$ cat src/rtl/shift_sched_pkg.sv
// Shared types for the shift scheduler: opcodes, FSM states and opcode helpers.
package shift_sched_pkg;

    typedef enum logic [2:0] {
        OP_LOAD = 3'b000,
        OP_LSL  = 3'b001,
        OP_LSR  = 3'b010,
        OP_ASL  = 3'b011,
        OP_ASR  = 3'b100,
        OP_ROL  = 3'b101,
        OP_ROR  = 3'b110,
        OP_RSVD = 3'b111
    } op_t;

    localparam op_t OP_RESERVED = OP_RSVD;

    typedef enum logic [1:0] {
        ST_IDLE  = 2'd0,
        ST_SHIFT = 2'd1,
        ST_RESP  = 2'd2
    } state_t;

    // Commands that finish without visiting SHIFT.
    function automatic logic is_direct(input op_t op, input logic amt_zero);
        return (op == OP_LOAD) || (op == OP_RESERVED) || amt_zero;
    endfunction

endpackage

$ cat src/rtl/shift_step.sv
// One-bit-position shift of the shared register; combinational, one instance.
module shift_step
    import shift_sched_pkg::*;
#(
    parameter int WIDTH = 4
) (
    input  op_t              i_op,
    input  logic [WIDTH-1:0] i_q,
    output logic [WIDTH-1:0] o_q
);

    always_comb begin
        o_q = i_q;
        case (i_op)
            OP_LSL, OP_ASL: o_q = {i_q[WIDTH-2:0], 1'b0};
            OP_LSR:         o_q = {1'b0, i_q[WIDTH-1:1]};
            OP_ASR:         o_q = {i_q[WIDTH-1], i_q[WIDTH-1:1]};
            OP_ROL:         o_q = {i_q[WIDTH-2:0], i_q[WIDTH-1]};
            OP_ROR:         o_q = {i_q[0], i_q[WIDTH-1:1]};
            default:        o_q = i_q;
        endcase
    end

endmodule

$ cat src/rtl/shift_scheduler.sv
// Two-requester round-robin scheduler driving one shared shift register.
// Define SHIFT_SCHED_ERR_EN to flag reserved opcodes on Rsp_Err.
//
// state    | meaning
// ST_IDLE  | arbitrate and accept one command
// ST_SHIFT | move Q one bit per cycle while the counter runs down
// ST_RESP  | hold the response until the consumer takes it
module shift_scheduler
    import shift_sched_pkg::*;
#(
    parameter int WIDTH = 4,
    parameter int AMT_W = 2
) (
    input  logic             Clock,
    input  logic             Reset_n,
    input  logic             Req0_Valid,
    output logic             Req0_Ready,
    input  logic [2:0]       Req0_Op,
    input  logic [AMT_W-1:0] Req0_Amt,
    input  logic [WIDTH-1:0] Req0_Data,
    input  logic             Req1_Valid,
    output logic             Req1_Ready,
    input  logic [2:0]       Req1_Op,
    input  logic [AMT_W-1:0] Req1_Amt,
    input  logic [WIDTH-1:0] Req1_Data,
    output logic             Rsp_Valid,
    input  logic             Rsp_Ready,
    output logic             Rsp_Id,
    output logic             Rsp_Err,
    output logic [WIDTH-1:0] Q
);

    state_t           r_state;
    state_t           w_next;
    logic [WIDTH-1:0] r_q;
    logic [WIDTH-1:0] w_q_step;
    logic [AMT_W-1:0] r_cnt;
    op_t              r_op;
    logic             r_id;
    logic             r_last;

    logic             w_grant0;
    logic             w_grant1;
    logic             w_accept;
    op_t              w_sel_op;
    logic [AMT_W-1:0] w_sel_amt;
    logic [WIDTH-1:0] w_sel_data;
    logic             w_direct;

    assign w_accept   = w_grant0 | w_grant1;
    assign w_sel_op   = op_t'(w_grant1 ? Req1_Op : Req0_Op);
    assign w_sel_amt  = w_grant1 ? Req1_Amt : Req0_Amt;
    assign w_sel_data = w_grant1 ? Req1_Data : Req0_Data;
    assign w_direct   = is_direct(w_sel_op, (w_sel_amt == '0));

    always_ff @(posedge Clock) begin
        if (!Reset_n) begin
            r_state <= ST_IDLE;
        end else begin
            r_state <= w_next;
        end
    end

    always_comb begin
        w_next = r_state;
        case (r_state)
            ST_IDLE: begin
                if (w_accept) begin
                    w_next = w_direct ? ST_RESP : ST_SHIFT;
                end
            end
            ST_SHIFT: begin
                if (r_cnt == AMT_W'(1)) begin
                    w_next = ST_RESP;
                end
            end
            ST_RESP: begin
                if (Rsp_Ready) begin
                    w_next = ST_IDLE;
                end
            end
            default: w_next = ST_IDLE;
        endcase
    end

    // On a tie the grant goes to whoever was not served last.
    always_comb begin
        w_grant0 = 1'b0;
        w_grant1 = 1'b0;
        if (r_state == ST_IDLE) begin
            if (Req0_Valid && Req1_Valid) begin
                w_grant0 = r_last;
                w_grant1 = ~r_last;
            end else begin
                w_grant0 = Req0_Valid;
                w_grant1 = Req1_Valid;
            end
        end
        Req0_Ready = w_grant0;
        Req1_Ready = w_grant1;
        Rsp_Valid  = (r_state == ST_RESP);
    end

    always_ff @(posedge Clock) begin
        if (!Reset_n) begin
            r_q    <= '0;
            r_cnt  <= '0;
            r_op   <= OP_LOAD;
            r_id   <= 1'b0;
            r_last <= 1'b1;
        end else begin
            if (w_accept) begin
                r_op <= w_sel_op;
                r_id <= w_grant1;
                if (w_sel_op == OP_LOAD) begin
                    r_q <= w_sel_data;
                end
                if (!w_direct) begin
                    r_cnt <= w_sel_amt;
                end
            end
            if (r_state == ST_SHIFT) begin
                r_q   <= w_q_step;
                r_cnt <= r_cnt - 1'b1;
            end
            if ((r_state == ST_RESP) && Rsp_Ready) begin
                r_last <= r_id;
            end
        end
    end

`ifdef SHIFT_SCHED_ERR_EN
    logic r_err;

    always_ff @(posedge Clock) begin
        if (!Reset_n) begin
            r_err <= 1'b0;
        end else if (w_accept) begin
            r_err <= (w_sel_op == OP_RESERVED);
        end
    end

    assign Rsp_Err = r_err;
`else
    assign Rsp_Err = 1'b0;
`endif

    shift_step #(
        .WIDTH (WIDTH)
    ) u_shift_step (
        .i_op (r_op),
        .i_q  (r_q),
        .o_q  (w_q_step)
    );

    assign Q      = r_q;
    assign Rsp_Id = r_id;

endmodule

$ cat config.mk
export PLATFORM = sky130hd
export DESIGN_NAME = shift_scheduler
export DESIGN_NICKNAME = d
export VERILOG_FILES = /design/src/rtl/shift_sched_pkg.sv /design/src/rtl/shift_step.sv /design/src/rtl/shift_scheduler.sv
export SDC_FILE = /design/constraint.sdc
export NUM_CORES = 1
export LEC_CHECK = 0
export CORE_AREA = 2 2 52 54
export DETAILED_ROUTE_END_ITERATION = 7
export DIE_AREA = 0 0 54 56
export PLACE_DENSITY = 0.75
export SYNTH_ARGS = -nofsm -noshare
export SYNTH_HDL_FRONTEND = slang
export SYNTH_HIERARCHICAL = 1
export SYNTH_SLANG_ARGS = --single-unit
$ cat constraint.sdc
create_clock -name Clock -period 1.58 [get_ports Clock]
set_input_delay 0.237 -clock Clock [delete_from_list [all_inputs] [get_ports Clock]]
set_output_delay 0.237 -clock Clock [all_outputs]
set_load 0.1 [all_outputs]
==> flow_results.org, run 1 <==
** Outcome
- The flow ran to the end, but the final reports show violations.
- Violations in the final reports :: negative setup slack

** Setup path
- Crit-path leading delay family :: multiplexers
- STA puts the critical path data arrival time at about 1900 ps.
- The worst setup path is of the flop to flop kind.
- Category of the worst setup path capture point :: flop
- Buffers and inverters on the worst path :: 1
- Crit path launch type :: flop
- For this run, the slowest stage of the critical path takes ~350 ps.
- Worst Path Max Fanout :: 4
- The signal on the critical path passes through a211oi_4 -> nand2_2 -> buf_6 -> mux2_4 -> a21boi_4 -> mux2i_1.
- Data on the critical path is required at its endpoint by about 1800 ps.
- Crit path max-delay cell type :: dfxtp_2

** Yosys
- In this run the biggest area consumer among cell types represents between 20% and 30% of the synthesized area.
- Synth cell count leaders :: nand2_1 (22), dfxtp_1 (13), nor2_1 (11)
- Counting every instance in the synthesized netlist gives between 100 and 150.
- Share of the yosys chip area belonging to registers :: around a quarter
- After synthesis the cells add up to roughly 0.0011 mm^2.
- Leading post-synthesis cells by cell area :: dfxtp_1 (24%), nand2_1 (7.7%), mux2i_1 (7.5%)
- Library cell with the largest summed area after synthesis :: dfxtp_1
- During synthesis, Yosys emitted a total of 6 warnings.
- In this run the mean area of a mapped cell was ~8 um^2.
- The number of nets handed over by synthesis was about 160.
- In this run, synthesis inferred 0 flip-flops with an integrated enable.
- In the synthesized netlist the dominant register cell turns out to be dfxtp_1.
- In the synthesized netlist the async set-or-reset flop fraction comes to 0%.
- The most common cell in the synthesized netlist is nand2_1.
- Counting flops and latches in the post-synthesis netlist gives 13.
- Distinct cells, synth :: 44

** Placed design
- Once placement finished, the instance area stood at about 0.0016 mm^2.
- Final RePlAce weighted congestion :: 0.8110
- Detailed placement finished with a half-perimeter wire length of around 2400 um.
- Placement-stage worst setup slack :: -346.3 ps
- Port buffer count :: 30

** Drt
- The pre-antenna-repair detailed-routing pass consisted of 4 iterations.
- The count of nets left with antenna violations once routing finished came out at 0.
- Overall via count from detail_route :: between 1k and 1.5k
- Average wire per cell in the routed design :: between 15 and 20 um
- After detailed routing, the number of remaining DRC violations is 0.
- Using the TritonRoute via totals, the vias-per-cell ratio works out to around 5.7.
- Count of routing violations after the opening detailed-route iteration :: 23
- Total Wirelength :: 3630 um

** Hold path
- The tightest min-delay check is of the flop to flop type.

** Run
- Max-cap violations in this run came to 0.

** Power and ir drop
- Power comes to 1.938 mW.
- Maximum resistive drop on vdd :: 762.5 uV
- Power spread over the standard cell area amounts to around 1100 mW/mm^2.
- Standby leakage power :: 0.7590 nW

** STA
- On the final layout, the worst hold slack is around 530 ps.
- RSZ-0062 raised after global routing :: yes
- For this run, the top clock speed supported by timing is 0.5834 GHz.
- Worst Slack Setup Final :: -134.2 ps
- Setup violations remaining at the end of the flow were counted as 6.
- Shortest period the worst path allows :: roughly 1700 ps
- Max-slew violation count :: 0
- Fraction of the cycle the final worst path needs :: 108.5%
- Largest clock skew in the final design :: around 4.3 ps
- Number of endpoints with negative hold slack in the final report :: 0

** Global route
- The via count of the first global-routing pass came to 1197.
- Initial antenna violation count :: 0
- Global routing used roughly 24% of the available tracks.
- GRT Residual Overflow :: 0
- Largest net degree at the start of global routing :: 14
- The first global-routing pass estimated 5409 um of wire.

** Clocking
- CTS H-tree depth :: 1
- Deepest clock path buffer count :: 2
- The later pin in the worst-skew pair is clocked with a latency of slightly below 300 ps.
- Clock slew at the register clock pins of the worst setup and hold paths :: around 100 ps
- TritonCTS built the clock tree.
- In this run, CTS created clock tree buffers numbering 3.
- Count of clock tree sinks :: 13
- Root Buffer :: clkbuf_4

** Final layout
- 0 antenna diodes ended up in the layout.
- Cells fill approximately three quarters of the core in the end.
- After the last flow step, the layout net total stands at around 210.
- Final-layout fill cell count :: 169
- The finished cells cover roughly 0.0018 mm^2.
- Synth-to-Final Area Change :: 66.32%
- Layout cell share with drive strength beyond 1 :: 35.29%

** Floorplanning
- Die height :: 56 um
- Measured along the x axis, the die boundary spans 54 um.
- Top-level port count :: 32
- Initial standard-cell utilization of the core :: 43.98%
- After floorplanning, the core was sized to cover about 0.0024 mm^2.
- The die covers between 0.003 and 0.004 mm^2.
- Std cell rows :: 18
## path summary, 6_finish.rpt
path / to / cells past startpoint / startpoint / slack (ps)
hold / removal: Q[0] / 2 / Q[0] / 530
setup / recovery: Q[2] / 6 / r_state[0] / -130
hold reg to reg: Q[0] / 2 / Q[0] / 530
setup reg to reg: Q[2] / 6 / r_state[0] / -130
## worst reg2reg max path, stage by stage, from the launching register on
cell and delay [ps]:
dfxtp_2 350, a211oi_4 250, nand2_2 110, buf_6 130, mux2_4 310, a21boi_4 240, mux2i_1 250
## power by group
group | switching [mW] | internal, mW | total (mW)
clock network | 0.135 | 0.0984 | 0.233
logic | 0.643 | 0.560 | 1.20
registers | 0.105 | 0.396 | 0.501
## routing by layer
metal  wire length [um]  global-route usage (%)  part of all wire, %  up-vias
li1                   -                       -                    -      593
met1               1441                   25.21                   40      595
met2               1957                   45.64                   54       49
met3                139                   3.495                  3.8       10
met4                 92                   10.71                  2.5        0
met5                  0                       0                    0        -
## layout make-up
cell class | count | area (um^2) | area share (%)
clock buffers | 4 | 26.28 | 1.477
inverters | 6 | 30.03 | 1.688
multi-input cells | 110 | 807.0 | 45.36
flip-flops and latches | 13 | 269.0 | 15.12
well taps | 30 | 37.54 | 2.110
repair buffers | 54 | 609.3 | 34.25
## kinds of logic (layout without fill, tap and decap cells)
family          Yosys count  count (layout)  share of synthesized area (%)
buf+inv                  14              64                          8.305
other cells               1               1                         0.3505
mux                      10              10                          9.941
simple gates             63              63                          30.41
fa+ha+maj                 1               1                          1.169
compound gates           35              35                          25.50
flops                    13              13                          24.33
## cell usage in the layout (no fill, tap or decap), types with 2 or more instances in the layout
cell type and count:
clkbuf_4 3, nor2_1 10, a31o_1 5, inv_1 5
buf_12 10, dlygate4sd2_1 2, buf_4 16, dfxtp_1 6
o21ai_0 8, nor2b_1 3, a31oi_1 2, nand3_1 5
nand3b_1 3, o211ai_1 2, a211oi_1 2, nand2_1 21
and3_1 4, mux2i_1 7, clkdlybuf4s50_1 20, o21a_1 2
nor3_2 4, dfxtp_2 7, buf_6 5, a21oi_1 4
## metrics by stage
step	std cells	setup TNS [ps]
finish	217	-497.4
CTS	218	-308.1
global placement	209	-2657
detailed placement	209	-3325
global route	217	-1184
floorplan	137	-18.44
## timing repair
action / CTS / global route
resized for setup: 10 / 18
pin swaps: 5 / 6
setup endpoints to repair: 9 / 11
buffers inserted: 5 / 0
gates cloned: 0 / 0
hold buffers: 0 / 0
hold endpoints to repair: 0 / 0
## sequential cells by signal, indices dropped and copies added (netlist names)
name,cells
r_cnt,2
Q,4
r_last,1
r_state,2
Rsp_Id,1
r_op,3
Power figures use the tool's default switching activity.
==> run 2, diff against run 1 <==
--- a/config.mk
+++ b/config.mk
@@ -5,6 +5,7 @@
 export SDC_FILE = /design/constraint.sdc
 export NUM_CORES = 1
 export LEC_CHECK = 0
+export CAP_MARGIN = 20
 export CORE_AREA = 2 2 52 54
 export DETAILED_ROUTE_END_ITERATION = 7
 export DIE_AREA = 0 0 54 56
==> constraint.sdc (replaced) <==
create_clock -name Clock -period 2 [get_ports Clock]
set_input_delay 0.3 -clock Clock [delete_from_list [all_inputs] [get_ports Clock]]
set_output_delay 0.3 -clock Clock [all_outputs]
set_load 0.1 [all_outputs]
==> run 2 against run 1 <==
The flow now finishes without violations. Cell area down 19%. Global-route usage shrank 4.7 points. Critical path depth down 1. Sequential cell count stayed put. Wire length fell by 26%. Total power down 35%. Combinational power decreased by 43%. Critical endpoint is now Req1_Ready. Highest routed layer unchanged.
==> flow_results.org, run 2 (synthesis gave the netlist of run 1 again) <==
** Setup path
- The slack of the worst reg-to-reg path came to 190 ps (was -130 ps).
- The sort of element at the end of the critical path was an output pin (was flop).
- The critical register-to-register path startpoint is r_op[0] (was r_state[0]).
- The depth of the worst register-to-register path was 5 (was 6).
- The data required time at the worst endpoint is 1700 ps (was 1790 ps).
- Crit path launch type :: flop (unchanged)
- Reg-to-reg critical path endpoint :: Q[3] (was Q[2])
- Worst Path Max Fanout :: 10 (was 4)
- The worst path arrival time came to 1520 ps (was 1930 ps).
- Crit Path Category :: flop to output pin (was flop to flop)

** Hold path
- The worst hold endpoint is r_last (was Q[0]).
- The worst hold path startpoint was r_last (was Q[0]).
- Worst Hold Depth :: 2 (unchanged)
- Hold crit path type :: flop to flop (unchanged)

** Power and ir drop
- Maximum resistive drop on vdd :: 512.0 uV (was 762.5 uV)
- Power Total :: 1.261 mW (was 1.938 mW)
- The power density relative to cell area is 874.3 mW/mm^2 (was 1089 mW/mm^2).
- Standby leakage power :: 0.6203 nW (was 0.7590 nW)

** Global route
- GRT Residual Overflow :: 0 (unchanged)
- The number of antenna violations at the first check in global routing is 0 (unchanged).
- The via count of the first global-routing pass was 1044 (was 1197).
- The global router's overall resource usage was 19.65% (was 24.35%).
- Largest net degree at the start of global routing :: 19 (was 14)
- The first-pass GRT wire length is 4498 um (was 5409 um).

** Final layout
- Antenna cell count :: 0 (unchanged)
- The synthesis-to-finish area growth is 34.85% (was 66.32%).
- Layout cell share with drive strength beyond 1 :: 17.65% (was 35.29%)
- Register area :: 260.3 um^2 (was 269.0 um^2)
- The final core utilization came to 59.31% (was 73.15%).
- Most used cells in the layout excluding fill and tap cells :: nand2_1 (22), clkdlybuf4s50_1 (21), dfxtp_1 (13) (was nand2_1 (21), clkdlybuf4s50_1 (20), buf_4 (16))
- The leading cell type in the layout, fill and taps excluded was nand2_1 (unchanged).
- Total area of multi-input combinational cells :: 720.7 um^2 (was 807.0 um^2)
- Final net count :: 195 (was 212)
- The number of flip-flops under the largest register name came to 4 (unchanged).
- The number of fillers in the final layout was 246 (was 169).

** Placed design
- Final RePlAce weighted congestion :: 0.8259 (was 0.8110)
- Port buffer count :: 30 (unchanged)
- The half-perimeter wire length of the detailed placement result is 2114 um (was 2444 um).

** Drt
- The detail-routed via count per cell came to 5.460 (was 5.747).
- The routed wirelength normalized by instance count came to 13.40 um (was 16.73 um).
- The length of the first detailed-routing pass in iterations came to 4 (unchanged).
- The top metal layer carrying routed signals is met4 (unchanged).
- The number of DRC markers in iteration 0 was 39 (was 23).
- The length of routed wiring on met1 came to 1120 um (was 1441 um).
- Routed wire length on met3 :: 98 um (was 139 um)
- The total via count after detailed routing was 1092 (was 1247).
- The post-route antenna net violation count came to 0 (unchanged).
- Sum of met2 wire segment lengths after detailed routing :: 1428 um (was 1957 um)
- The number of design rule violations left after detail routing came to 0 (unchanged).
- The final wirelength is 2679 um (was 3630 um).

** Floorplanning
- The full die area was 0.003024 mm^2 (unchanged).
- Std cell rows :: 18 (unchanged)
- The core outline area came to 0.002432 mm^2 (unchanged).
- The initial standard-cell utilization of the core is 43.98% (unchanged).
- The floorplan die width is 54 um (unchanged).
- The number of top-level design ports came to 32 (unchanged).
- The die span in y came to 56 um (unchanged).

** STA
- The number of setup violations in the final report is 0 (was 6).
- Total negative slack for setup checks :: 0 ps (was -497.4 ps)
- Static timing analysis puts the maximum clock frequency at 0.5484 GHz.
- Max-slew violation count :: 0 (unchanged)
- The worst hold slack came to 494.2 ps (was 528.5 ps).
- In this run the tightest slew margin relative to its limit is a little under 60%.
- The final worst clock skew is 5.743 ps (was 4.297 ps).
- The worst path needs ~1800 ps of the cycle, external delays included.
- At the pin with the least slew margin, the transition time is about 600 ps.
- RSZ-0062 raised after global routing: no (was yes).
- The final number of hold-violating endpoints is 0 (unchanged).
- Fraction of the cycle the final worst path needs :: 91.17%

** Run
- Number of max-cap violations :: 0 (unchanged)

** Clocking
- The number of buffers created by CTS was 3 (unchanged).
- The clock input transition at the sequential cells of the worst setup and hold paths is 90 ps (was 100 ps).
- The number of buffers between clock root and the deepest sink came to 2 (unchanged).
- CTS H-tree depth :: 1 (unchanged)
- Worst-skew pair later-pin latency :: 270 ps (was 290 ps)
- The TritonCTS sink count is 13 (unchanged).
- Count of buffers added by post-CTS timing repair for setup :: 0 (was 5)
- The root cell of the clock tree is clkbuf_4 (unchanged).
- Clock tree from TritonCTS :: yes (unchanged)

** Outcome
- Outcome :: finished, final reports clean (was finished, violations left)
[run 2: changes by cell type in the layout (fill, tap and decap cells not counted), moves of 2 or more]
cell | previous run | this run
buf_12 | 10 | 3
nor3_1 | 1 | 5
buf_4 | 16 | 12
dfxtp_2 | 7 | 0
buf_6 | 5 | 0
nor3_2 | 4 | 0
dfxtp_1 | 6 | 13
dlygate4sd2_1 | 2 | 0
[run 2: report_power, final]
group | internal (mW) | leakage, nW | switching (mW)
Combinational | 0.287 | 0.498 | 0.403
Clock | 0.0772 | 0.0150 | 0.0881
Sequential | 0.307 | 0.107 | 0.0988
[run 2: metrics by stage]
step / worst slack (ps) / instances / instance area [um^2]
final: 176.7 / 200 / 1443
after global routing: 60.69 / 200 / 1443
after CTS: 49.67 / 200 / 1440
after detailed placement: -19.13 / 196 / 1414
after global placement: 14.51 / 196 / 1414
after floorplan: 30.40 / 137 / 1070
[run 2: routing by layer]
metal  up-vias  global-route usage, %
met5         -                      0
met4         0                  8.214
met3         4                  2.688
met2        27                  33.97
met1       501                  23.32
li1        560                      -
[run 2: worst max-delay path, stage by stage, from the launching register on]
cell and delay (ps):
dfxtp_1 390, a211oi_2 280, nand2_2 110, buf_4 160
inv_4 120, buf_12 190
[run 2: layout make-up]
class / count / area share (%)
Clock buffer: 4 / 1.821
Timing Repair Buffer: 37 / 25.85
Multi-Input combinational cell: 110 / 49.96
Inverter: 6 / 1.735
Tap cell: 30 / 2.602
Sequential cell: 13 / 18.04
[run 2: repair_timing]
action,in CTS,in global routing
gates resized for setup,0,1
hold buffers,0,0
endpoints found under the setup margin,0,1
[run 2: worst max-delay path by stage]
stage	startpoint	endpoint	slack [ps]
after floorplan	Q[1]	Q[1]	30
after global placement	Req0_Valid	Q[3]	10
after detailed placement	Req0_Valid	Q[0]	-20
after CTS	Req0_Valid	Req1_Ready	50
after global routing	r_state[0]	Req1_Ready	60
final	r_state[0]	Req1_Ready	180
